$ cat src/rtl/irq_encoder.sv
// irq_encoder: pending-request latch plus a two-state grant FSM.
// Requests accumulate in a registered pending vector; one unmasked pending
// line is granted at a time. The grant is held stable until the consumer
// accepts it, then the line's pending bit is cleared.
// Build option: define IRQ_ENCODER_ROUND_ROBIN_EN for round-robin selection
// starting after the last accepted grant; otherwise the lowest index wins.
//
// state | meaning
// IDLE  | no grant outstanding, out_valid=0
// HOLD  | out_idx presented, out_valid=1, waiting for out_ready
module irq_encoder #(
  parameter  int N = 8,
  localparam int W = $clog2(N)
) (
  input  logic         clk,
  input  logic         rst_n,
  input  logic [N-1:0] req,
  input  logic [N-1:0] mask,
  output logic         out_valid,
  input  logic         out_ready,
  output logic [W-1:0] out_idx,
  output logic [N-1:0] pending,
  output logic         any
);

  typedef enum logic {
    IDLE = 1'b0,
    HOLD = 1'b1
  } state_t;

  state_t         state_q, state_d;
  logic [N-1:0]   pending_q, pending_d;
  logic [W-1:0]   idx_q, idx_d;
  logic [N-1:0]   cand;
  logic [N-1:0]   clr;
  logic [W-1:0]   sel_idx;

`ifdef IRQ_ENCODER_ROUND_ROBIN_EN
  logic [W-1:0]   last_grant_q, last_grant_d;
  logic           sel_found;
`endif

  assign cand      = pending_q & ~mask;
  assign any       = |cand;
  assign out_valid = (state_q == HOLD);
  assign out_idx   = idx_q;
  assign pending   = pending_q;

`ifdef IRQ_ENCODER_ROUND_ROBIN_EN
  // Pick the first unmasked pending line searching upward from last_grant+1, wrapping.
  always_comb begin
    logic [W-1:0] pos;
    sel_idx   = '0;
    sel_found = 1'b0;
    pos       = '0;
    for (int i = 0; i < N; i++) begin
      pos = last_grant_q + W'(1) + W'(i);
      if (!sel_found && cand[pos]) begin
        sel_found = 1'b1;
        sel_idx   = pos;
      end
    end
  end
`else
  // Pick the lowest-index unmasked pending line.
  always_comb begin
    sel_idx = '0;
    for (int i = N - 1; i >= 0; i--) begin
      if (cand[i]) sel_idx = W'(i);
    end
  end
`endif

  // Grant FSM next state, grant index, handshake clear and pending update.
  always_comb begin
    state_d = state_q;
    idx_d   = idx_q;
    clr     = '0;
`ifdef IRQ_ENCODER_ROUND_ROBIN_EN
    last_grant_d = last_grant_q;
`endif
    case (state_q)
      IDLE: begin
        if (any) begin
          idx_d   = sel_idx;
          state_d = HOLD;
        end
      end
      HOLD: begin
        if (out_ready) begin
          clr[idx_q] = 1'b1;
          state_d    = IDLE;
`ifdef IRQ_ENCODER_ROUND_ROBIN_EN
          last_grant_d = idx_q;
`endif
        end
      end
      default: state_d = IDLE;
    endcase
    // A request arriving on its own clear edge keeps the bit set.
    pending_d = (pending_q & ~clr) | req;
  end

  // State registers with asynchronous active-low reset.
  always_ff @(posedge clk or negedge rst_n) begin
    if (!rst_n) begin
      state_q   <= IDLE;
      pending_q <= '0;
      idx_q     <= '0;
    end else begin
      state_q   <= state_d;
      pending_q <= pending_d;
      idx_q     <= idx_d;
    end
  end

`ifdef IRQ_ENCODER_ROUND_ROBIN_EN
  // Round-robin pointer; resets to N-1 so the first search begins at line 0.
  always_ff @(posedge clk or negedge rst_n) begin
    if (!rst_n) begin
      last_grant_q <= W'(N - 1);
    end else begin
      last_grant_q <= last_grant_d;
    end
  end
`endif

endmodule

$ cat config.mk
export PLATFORM = sky130hd
export DESIGN_NAME = irq_encoder
export DESIGN_NICKNAME = d
export VERILOG_FILES = /design/src/rtl/irq_encoder.sv
export SDC_FILE = /design/constraint.sdc
export NUM_CORES = 1
export LEC_CHECK = 0
export ABC_AREA = 1
export CORE_UTILIZATION = 38
export DETAILED_ROUTE_END_ITERATION = 12
export PLACE_DENSITY = 0.75
export REMOVE_ABC_BUFFERS = 1
export SLEW_MARGIN = 20
export SYNTH_ARGS = -nofsm -noshare
export SYNTH_HDL_FRONTEND = slang
export SYNTH_SLANG_ARGS = --single-unit
$ cat constraint.sdc
create_clock -name clk -period 1.2 [get_ports clk]
set_clock_uncertainty 0.05 [all_clocks]
set_input_delay 0.36 -clock clk [delete_from_list [all_inputs] [get_ports clk]]
set_output_delay 0.36 -clock clk [all_outputs]
set_load 0.1 [all_outputs]
==> results of run 1 <==
-- Yosys cell counts, drive strengths merged --
cell type / n / area, µm²
dfrtp: 12 / 300
nor2: 6 / 40.0
nand2: 35 / 156
nand3b: 1 / 7.51
a21oi: 2 / 10.0
o21bai: 2 / 15.0
nand3: 1 / 5.00
inv: 20 / 75.1
o21ai: 10 / 50.0
-- logic make-up after synthesis --
group | after synthesis | share of synthesized area (%)
flops | 12 | 45.5
simple gates | 43 | 31.7
buf+inv | 20 | 11.4
compound gates | 14 | 11.4
-- layout by cell type (no fill, tap or decap), types with 6 or more instances in the layout --
cell type         n
buf_12           13
buf_4            15
buf_6             6
clkdlybuf4s50_1   9
dfrtp_1           9
dlygate4sd2_1     9
inv_1            19
nand2_1          21
nand2_2          12
o21ai_1           8
-- final cells by class --
cell class	instances	area, µm²
clock buffers	3	22.5
fillers	83	215
inverters	20	75.1
multi-input cells	57	313
flip-flops and latches	12	304
well taps	16	20.0
repair buffers	52	609
-- timing repair --
item	4_1_cts	5_1_grt
hold buffers	0	0
resized for setup	25	13
pin swaps	12	5
setup buffers	11	3
setup endpoints to repair	24	21
-- stage by stage --
| stage | instance area [µm²] | power, µW | setup slack [ns] | hold WS (ns) |
|---|---|---|---|---|
| 3_5_place_dp | 1200 | 2360 | -0.629 | 0.521 |
| 5_1_grt | 1340 | 2930 | -0.464 | 0.361 |
| 6_report | 1340 | 2820 | -0.413 | 0.330 |
| 3_3_place_gp | 1200 | 2330 | -0.607 | 0.510 |
| 2_1_floorplan | 659 | 1640 | -0.738 | 0.0144 |
| 4_1_cts | 1320 | 2760 | -0.404 | 0.346 |
-- layer usage --
| metal | vias up | wire (µm) | global-route usage [%] |
|---|---|---|---|
| met5 | - | 0 | 0 |
| met4 | 0 | 55 | 11.3 |
| met3 | 7 | 107 | 2.92 |
| met2 | 27 | 1030 | 44.5 |
| met1 | 339 | 801 | 25.7 |
| li1 | 374 | - | - |
-- registers in the layout, indices dropped and copies added, names as in the netlist --
signal,count
out_idx,3
pending,8
out_valid,1
-- worst paths after layout --
check,start,endpoint,slack (ns),depth (start not counted)
hold / removal,rst_n,out_idx[0],0.33,2
hold reg to reg,pending[6],pending[6],0.57,3
min in group clk,out_ready,out_valid,0.40,2
setup reg to reg,pending[2],out_idx[1],-0.08,7
max in group asynchronous,rst_n,out_idx[2],0.59,2
setup / recovery,pending[2],any,-0.41,5
-- power by group --
| group | internal, µW | switching [µW] | total (µW) |
|---|---|---|---|
| sequential | 516 | 104 | 620 |
| combinational | 745 | 1210 | 1950 |
| clock | 116 | 130 | 246 |
| total | 1380 | 1440 | 2820 |
-- worst register-to-register path: stages, from the launching register on --
cell and delay [ns]:
dfrtp_1 0.40, nand2_2 0.08, nand2_2 0.07, buf_4 0.13, buf_4 0.12, buf_4 0.12
o21bai_1 0.12, o21ai_1 0.07
==> summary.txt, run 1 <==
port buffer count - 31
Die X - 43.7 µm
final setup fails - 15
post-layout util - 86.2%
max-slew violation count - 0
Final nets - 165
Layout Cells excl Fill - 160
crit path launch type - register
Worst-path clk slew - 0.07 ns
pin count of the biggest net entering global routing - 13
post-synthesis sequential area ratio - 45.5%
pwr/cell area - 2100 mW/mm²
FP Rows - 14
CTS max path bufs - 2
Worst path top cell family by delay - flip-flops
Max FO, Critical Path - 2
PnR worst setup slack - -0.413 ns
Initial Utilization - 42.3%
Mapped Area - 659 µm²
status - finished with violations
DRT Pass-1 Iters - 8
Crit path top cell by count - nand2_2
drt total wl - 1990 µm
post-route clock period utilization - 134%
Crit path buffers/inverters - 1
height of the die - 43.7 µm
TritonCTS Sinks - 12
CORE AREA - 0.00156 mm²
Inst Count DP - 147
CTS root buffer - clkbuf_4
grt ovf - 0
drt first-iter violations - 17
routed len/inst - 12.5 µm
Slew headroom - 82.8%
synth warn - 0
Vias per Instance - 4.67
vias in the first global route - 749
dpl hpwl - 1390 µm
IO Count - 32
synth unique cells - 14
ANT cells - 0
Worst EP required - 0.79 ns
worst skew pair latency - 0.28 ns
total CTS buffers - 3
gpl congestion - 0.778
synthesized area per cell - 7.41 µm²
maximum vdd drop - 1310 µV
total negative setup slack - -2.31 ns
post-route minimum period - 1.61 ns
CTS tree - done
static leakage - 0.000698 µW
worst path cell trace - nand2_2 -> nand2_2 -> nor2_4 -> nand2_4 -> buf_12
Antenna Nets Post-Route - 0
Worst path slowest cell - dfrtp_1
GRT Util Overall - 23.6%
fmax - 0.620 GHz
area delta synth->final - 104%
RSZ-0062 raised after global routing - true
layout cells sized above 1 - 41.7%
antenna violations before repair - 0
die footprint - 0.00191 mm²
Gate Count Post-Synth - 89
Crit Path Class - reg -> out
failing checks - design-rule violations, negative setup slack
HP Class - in -> async
DRC Markers - 2
Slew @ Worst Pin - 0.257 ns
critical path capture point type - output port
CTS H-tree depth - 1
CP max stage delay - 0.40 ns
via count - 747
Critical Path AT - 1.20 ns
final hold vios - 0
FF+latch count, synth - 12
max cap viols - 0
first-pass GRT wire length - 3180 µm
No activity file was read; power rests on OpenSTA's default activity.
==> run 2, diff against run 1 <==
CORE_UTILIZATION = 35   (was 38)
PLACE_DENSITY = 0.73   (was 0.75)
clock period = 1.4 ns   (was 1.2 ns; I/O delays follow)
==> summary.txt, run 2 (synthesis results as in run 1) <==
post-route clock period utilization - 125%
Worst path slowest cell - dfrtp_1
worst path cell trace - nand2_2 -> nand2_2 -> nor2_4 -> nand2_4 -> buf_12
first-pass GRT wire length - 3010 µm
port buffer count - 31
reg-to-reg endpoint - out_idx[1]
area delta synth->final - 110%
final setup fails - 10
R2R Path Start - pending[3]
status - finished with violations
CTS max path bufs - 2
r2r setup slk - 0.08 ns
R2R depth - 7
total CTS buffers - 3
Worst path top cell family by delay - flip-flops
Final nets - 167
CP max stage delay - 0.43 ns
fmax - 0.572 GHz
Vias per Instance - 4.51
cts hold-fix bufs - 0
drt first-iter violations - 19
Slew headroom - 81.6%
FP Rows - 15
Crit path buffers/inverters - 1
final hold vios - 0
PnR worst setup slack - -0.347 ns
Die X - 45.4 µm
Worst-path clk slew - 0.09 ns
max cap viols - 0
layout cells sized above 1 - 40.8%
post-place setup slack - -0.555 ns
critical path capture point type - output port
max-slew violation count - 0
Crit Path Class - reg -> out
post-route minimum period - 1.75 ns
crit path launch type - register
DRT Pass-1 Iters - 4
DRC Markers - 0
Initial Utilization - 37.8%
Slew @ Worst Pin - 0.273 ns
drt total wl - 2120 µm
via count - 775
dpl hpwl - 1310 µm
CTS H-tree depth - 1
pin count of the biggest net entering global routing - 13
CTS root buffer - clkbuf_4
antenna violations before repair - 0
ANT cells - 0
Worst EP required - 0.93 ns
failing checks - negative setup slack
die footprint - 0.00206 mm²
CTS tree - done
routed len/inst - 12.3 µm
CORE AREA - 0.00175 mm²
height of the die - 45.4 µm
most frequent cells in the layout - nand2_1, inv_1, buf_4, buf_12, nand2_2
commonest non-fill, non-tap cell in the layout - nand2_1
Hold Worst Slack - 0.364 ns
pwr/cell area - 1810 mW/mm²
Antenna Nets Post-Route - 0
TritonCTS Sinks - 12
Crit path top cell by count - nand2_2
Largest register FFs - 8
gpl congestion - 0.771
vias in the first global route - 670
static leakage - 0.000719 µW
RSZ-0062 raised after global routing - true
IO Count - 32
grt ovf - 0
worst skew pair latency - 0.29 ns
Max FO, Critical Path - 2
total negative setup slack - -0.907 ns
Critical Path AT - 1.28 ns
maximum vdd drop - 1470 µV
HP Class - in -> async
GRT Util Overall - 21.3%
==> run 2: changes by cell type in the layout (fill, tap and decap cells not counted), sizes merged <==
| cell | previous run | this run |
|---|---|---|
| buf | 34 | 36 |
| clkbuf | 3 | 4 |
| clkdlybuf4s50 | 9 | 10 |
| dlygate4sd2 | 9 | 8 |
==> run 2: worst reg2reg max path, stage by stage, from the launching register on <==
cell      delay [ns]
dfrtp_1         0.43
nand2_2         0.10
nand2_2         0.08
buf_4           0.13
buf_4           0.12
buf_4           0.12
o21bai_1        0.14
o21ai_1         0.07
==> run 2: stage by stage <==
step / instances / area (µm²) / power [µW] / util, %
detailed placement: 156 / 1210 / 2010 / 69.5
global placement: 156 / 1210 / 2000 / 69.5
CTS: 166 / 1330 / 2370 / 76.3
global route: 172 / 1390 / 2590 / 79.5
floorplan: 89 / 659 / 1400 / -
finish: 172 / 1390 / 2510 / 79.5
==> run 2: power breakdown <==
group / internal (µW) / switching (µW) / leakage [µW]
Combinational: 643 / 1020 / 0.000581
Clock: 159 / 142 / 0.0000210
Sequential: 441 / 107 / 0.000118
Total: 1240 / 1270 / 0.000719
==> run 2: how the worst max path moves through the flow <==
stage                from   to  slack [ns]  depth (start not counted)
2_1_floorplan  pending[5]  any       -0.60                          4
3_3_place_gp      mask[2]  any       -0.52                          7
3_5_place_dp      mask[2]  any       -0.55                          7
4_1_cts        pending[0]  any       -0.29                          5
5_1_grt        pending[2]  any       -0.38                          5
6_report       pending[3]  any       -0.35                          5
==> run 2: cell type report <==
| cell class | count | area, µm² |
|---|---|---|
| fill | 130 | 358 |
| inverter | 20 | 75.1 |
| tap | 25 | 31.3 |
| sequential | 12 | 304 |
| clock buffer | 4 | 36.3 |
| timing repair buffer | 54 | 637 |
| multi-input combinational | 57 | 304 |
==> run 2: routing by layer <==
metal / wire (µm) / track usage, % / vias to the layer above
met4: 52 / 10.9 / 0
met1: 919 / 28.6 / 351
met2: 1020 / 33.1 / 37
li1: - / - / 380
met3: 124 / 2.78 / 7
met5: 0 / 0 / -
==> run 2: repair_timing <==
item,CTS,global route
pin swaps,8,8
setup endpoints to repair,12,14
buffers inserted,8,12
resized for setup,25,6
==> RTL change 1: new RTL, config.mk and constraints of run 2 <==
Change the parameter `N` from 8 to 16.
--- a/src/rtl/irq_encoder.sv
+++ b/src/rtl/irq_encoder.sv
@@ -10,5 +10,5 @@
 // HOLD  | out_idx presented, out_valid=1, waiting for out_ready
 module irq_encoder #(
-  parameter  int N = 8,
+  parameter  int N = 16,
   localparam int W = $clog2(N)
 ) (
Ports: changed (resized mask, out_idx, pending and req); port bits go from 32 to 57. The function was not compared with the original's and may differ.
==> RTL change 1 against run 2 <==
Worst hold slack better by 0.020 ns. Total power is 39% higher. Final cell count is 99% higher. Cell area is 98% higher. Setup slack worse by 0.25 ns. Area after synthesis is 80% higher. Combinational power is 43% higher. Maximum frequency is 12% lower. The run still ends with negative setup slack left. Sequential cell count is 9 higher. Largest cell class unchanged. Clock power is 5% higher. Sequential share of layout area is 2.7 points lower. Core utilization is 8.4 points higher. Die area is 76% higher. Routed wire length is 150% higher.
==> RTL change 1: results (changes against run 2) <==
| Metric | Value |
|---|---|
| Outcome | finished, violations left (unchanged) |
| Failing checks | negative setup slack (unchanged) |
| Cell count after placement | 300 (was 156) |
| Skew-Pair Late Insertion Delay | 0.32 ns (was 0.29 ns) |
| Sum of routed wire length over all layers | 5.26 mm (was 2.12 mm) |
| Ratio of cells with drive above 1 in the final layout | 45.0% (was 40.8%) |
| Total number of nets in the final design | 334 (was 167) |
| Peak supply drop | 0.000724 V (was 0.00147 V) |
| Cell-internal power | 0.00174 W (was 0.00124 W) |
| Post-detail-place hpwl | 2.70 mm (was 1.31 mm) |
| Routed length on met3 | 277 um (was 124 um) |
| Setup slack at placement | -0.736 ns (was -0.555 ns) |
| Cells after Synth | 172 (was 89) |
| Final worst setup slack | -0.593 ns (was -0.347 ns) |
| Commonest cells post-synth | nand2_1 (54), inv_1 (38), dfrtp_1 (21), nor2_1 (14) (was nand2_1 (29), inv_1 (20), dfrtp_1 (12), o21ai_0 (9), nand2_2 (4)) |
| Number of global-route vias before repair | 1,581 (was 670) |
| Met2 routed WL | 2.77 mm (was 1.02 mm) |
| Comb. pwr | 0.00237 W (was 0.00166 W) |
| Met1 Resource Use GR | 28.8% (was 28.6%) |
| Area post-placement | 2240 um2 (was 1210 um2) |
| Gpl congestion | 0.843 (was 0.771) |
| Register area share after synthesis | 44.4% (was 45.5%) |
| Post-route met1 wirelength | 2.08 mm (was 919 um) |
| Biggest cell delay along the critical path | 0.39 ns (was 0.43 ns) |
| Largest register FFs | 16 (was 8) |
| Power drawn by the clock network | 0.000316 W (was 0.000301 W) |
| Count of endpoints failing setup in the final report | 27 (was 10) |
| Global routing met2 resource utilization | 45.8% (was 33.1%) |
| Per-cell via count in the routed design | 4.83 (was 4.51) |
| Final Cell Area | 2750 um2 (was 1390 um2) |
| Seq power | 0.000807 W (was 0.000548 W) |
| Largest net degree at the start of global routing | 22 (was 13) |
| Total negative slack | -3.50 ns (was -0.907 ns) |
| Actual slew at the worst max-slew pin | 0.250 ns (was 0.273 ns) |
| Signal arrival time at the worst endpoint | 2.21 ns (was 1.28 ns) |
| Clock transition at the registers of the reported paths | 0.13 ns (was 0.09 ns) |
RTL change 1: final timing paths:
check | startpoint | end | slack (ns)
worst max-delay path | pending[15] | out_idx[0] | -0.59
worst min-delay path | rst_n | pending[11] | 0.38
worst max register to register | pending[15] | out_idx[0] | -0.59
worst min register to register | pending[9] | pending[9] | 0.59
max in group asynchronous | rst_n | out_idx[1] | 0.77
min in group clk | mask[1] | out_idx[0] | 0.55
RTL change 1: layout make-up:
class | count | area share (%)
timing repair buffer | 122 | 50.3
multi-input combinational | 110 | 21.8
clock buffer | 4 | 0.956
sequential | 21 | 19.2
tap | 44 | 2.00
inverter | 41 | 5.69
RTL change 1: timing repair:
action                     4_1_cts  5_1_grt
pin swaps                       18       25
setup endpoints to repair       26       31
resized for setup               54       32
setup buffers                   33       20
RTL change 1: kinds of logic (layout without fill, tap and decap cells):
family                 Yosys count  after routing  synth area share (%)
AOI/OAI and AO/OA               24             24                  11.0
buffers and inverters           41            167                  13.0
DFF                             21             21                  44.4
and+or+nand+nor                 86             86                  31.7
==> RTL change 2: new RTL, settings of run 2 <==
Without the edit above. Add a define of `IRQ_ENCODER_ROUND_ROBIN_EN`.
--- a/src/rtl/irq_encoder.sv
+++ b/src/rtl/irq_encoder.sv
@@ -9,4 +9,6 @@
 // IDLE  | no grant outstanding, out_valid=0
 // HOLD  | out_idx presented, out_valid=1, waiting for out_ready
+`define IRQ_ENCODER_ROUND_ROBIN_EN
+
 module irq_encoder #(
   parameter  int N = 8,
Formal check against the unedited RTL: not equivalent (Yosys sat finds a counterexample within 10 cycles, from zero or initial values and one cycle with rst_n low).
==> RTL change 2 against run 2 <==
The run still ends with negative setup slack left. Maximum frequency decreased by 26%. Final cell count up 120%. Routed wire length increased to 2.6 times the old value. Cell area grew 98%. Sequential cell count rose by 3. Setup slack got worse by 0.61 ns. Area after synthesis up 130%. Highest routed layer unchanged.
Power is not shown: default switching activity piles up to over one toggle a cycle in this logic, so the estimate is an artifact.
==> RTL change 2: results (changes against run 2) <==
| Metric | Value |
|---|---|
| Commonest cells post-synth | nand2_1 (68), nand3_1 (34), inv_1 (31), nor2_1 (21), dfrtp_1 (12) (was nand2_1 (29), inv_1 (20), dfrtp_1 (12), o21ai_0 (9), nand2_2 (4)) |
| Per-cell via count in the routed design | 5.12 (was 4.51) |
| Count of endpoints failing setup in the final report | 13 (was 10) |
| Clock transition at the registers of the reported paths | 0.06 ns (was 0.09 ns) |
| Cell variety after synth | 31 (was 14) |
| Antenna cells | 0 (unchanged) |
| Final worst setup slack | -0.953 ns (was -0.347 ns) |
| Global-route usage over all layers | 23.5% (was 21.3%) |
| Biggest cell delay along the critical path | 0.54 ns (was 0.43 ns) |
| Largest net degree at the start of global routing | 16 (was 13) |
| Number of clock buffers inserted by TritonCTS | 3 (unchanged) |
| Outcome | finished, violations left (unchanged) |
| Register area share after synthesis | 25.4% (was 45.5%) |
| Global-route wire length before repair | 8.07 mm (was 3.01 mm) |
| TritonRoute pass-1 iters | 5 (was 4) |
| Area post-placement | 2240 um2 (was 1210 um2) |
| FFs w/ async S/R, synth | 100% (unchanged) |
| Max Buffers Root-to-Sink | 2 (unchanged) |
| Number of cell instances on the worst register-to-register path | 14 (was 7) |
| Ratio of cells with drive above 1 in the final layout | 49.2% (was 40.8%) |
| Most used flip-flop cell after synthesis | dfrtp_1 (unchanged) |
| Post-synthesis xor/xnor area fraction | 2.93% (was 0%) |
| Cell family with the largest share of critical-path delay | simple AND/OR/NAND/NOR gates (was flip-flops) |
| Post-synth EDFFs | 0 (unchanged) |
| Number of nets with antenna violations after routing | 0 (unchanged) |
| Count of buffers from port buffering | 31 (unchanged) |
| CTS tree | built (unchanged) |
| Complex-gate fraction of the synthesized area | 10.5% (was 11.4%) |
| Cell at the root of the clock tree | clkbuf_8 (was clkbuf_4) |
| Post-detail-place hpwl | 3.49 mm (was 1.31 mm) |
| Worst path slowest cell | dfstp_2 (was dfrtp_1) |
| Count of H-tree levels built during CTS | 1 (unchanged) |
| Share of synthesized area spent on multiplexers | 0% (unchanged) |
| Yosys warnings | 0 (unchanged) |
| Largest register FFs | 8 (unchanged) |
| Failing checks | negative setup slack (unchanged) |
| Number of DRC markers in iteration 0 | 146 (was 19) |
| Signal arrival time at the worst endpoint | 2.45 ns (was 1.28 ns) |
| Gpl congestion | 0.866 (was 0.771) |
| Relative slew margins | 82.4% (was 81.6%) |
| Ranking of synthesized cells by area | dfrtp_1 (20%), nand2_1 (17%), nand3_1 (11%) (was dfrtp_1 (46%), nand2_1 (17%), inv_1 (11%)) |
| Type of the tightest min-delay check | in -> async (unchanged) |
| Skew-Pair Late Insertion Delay | 0.25 ns (was 0.29 ns) |
| Arithmetic-cell share of the synthesized area counting full adders, half adders and majority gates | 1.68% (was 0%) |
| Max Fanout on Critical Path | 6 (was 2) |
| Total number of nets in the final design | 343 (was 167) |
| Number of global-route vias before repair | 1,801 (was 670) |
| Setup slack at placement | -1.04 ns (was -0.555 ns) |
| Number of antenna violations at the first check in global routing | 0 (unchanged) |
| Sum of routed wire length over all layers | 5.40 mm (was 2.12 mm) |
RTL change 2: final timing paths:
check,startpoint,end,slack (ns)
worst min-delay path,rst_n,out_idx[0],0.44
worst min register to register,last_grant_q[2],last_grant_q[2],0.48
worst max-delay path,last_grant_q[1],out_idx[0],-0.95
worst max register to register,last_grant_q[1],out_idx[0],-0.95
min in group clk,last_grant_q[2],last_grant_q[2],0.48
max in group asynchronous,rst_n,last_grant_q[0],0.62
RTL change 2: logic make-up (layout without fill, tap and decap cells):
family          Yosys count  in the layout
simple gates            149            149
compound gates           23             23
xor+xnor                  2              2
buf+inv                  37            130
fa+ha+maj                 2              2
flops                    15             15
RTL change 2: routing by layer:
metal / track usage [%] / part of all wire [%]
met5: 0 / 0
met4: 10.4 / 2.9
met3: 2.20 / 4.4
met2: 41.3 / 52
met1: 29.0 / 40
RTL change 2: what timing repair did:
| item | in CTS | in global routing |
|---|---|---|
| gates resized for setup | 51 | 51 |
| setup buffers | 18 | 12 |
| hold buffers | 0 | 0 |
| pin swaps | 12 | 32 |
| setup endpoints to repair | 17 | 18 |
RTL change 2: per-stage QoR:
step	hold WS (ns)	std cells	TNS, ns
3_5_place_dp	0.464	342	-6.08
6_report	0.437	371	-4.35
3_3_place_gp	0.459	342	-5.71
2_1_floorplan	0.0744	225	-8.62
4_1_cts	0.440	363	-4.32
5_1_grt	0.458	371	-5.00
RTL change 2: final cells by class:
cell class | count | area (um2)
tap | 50 | 62.6
fill | 289 | 1310
timing repair buffer | 92 | 971
multi-input combinational | 176 | 1150
clock buffer | 4 | 45.0
inverter | 34 | 135
sequential | 15 | 384
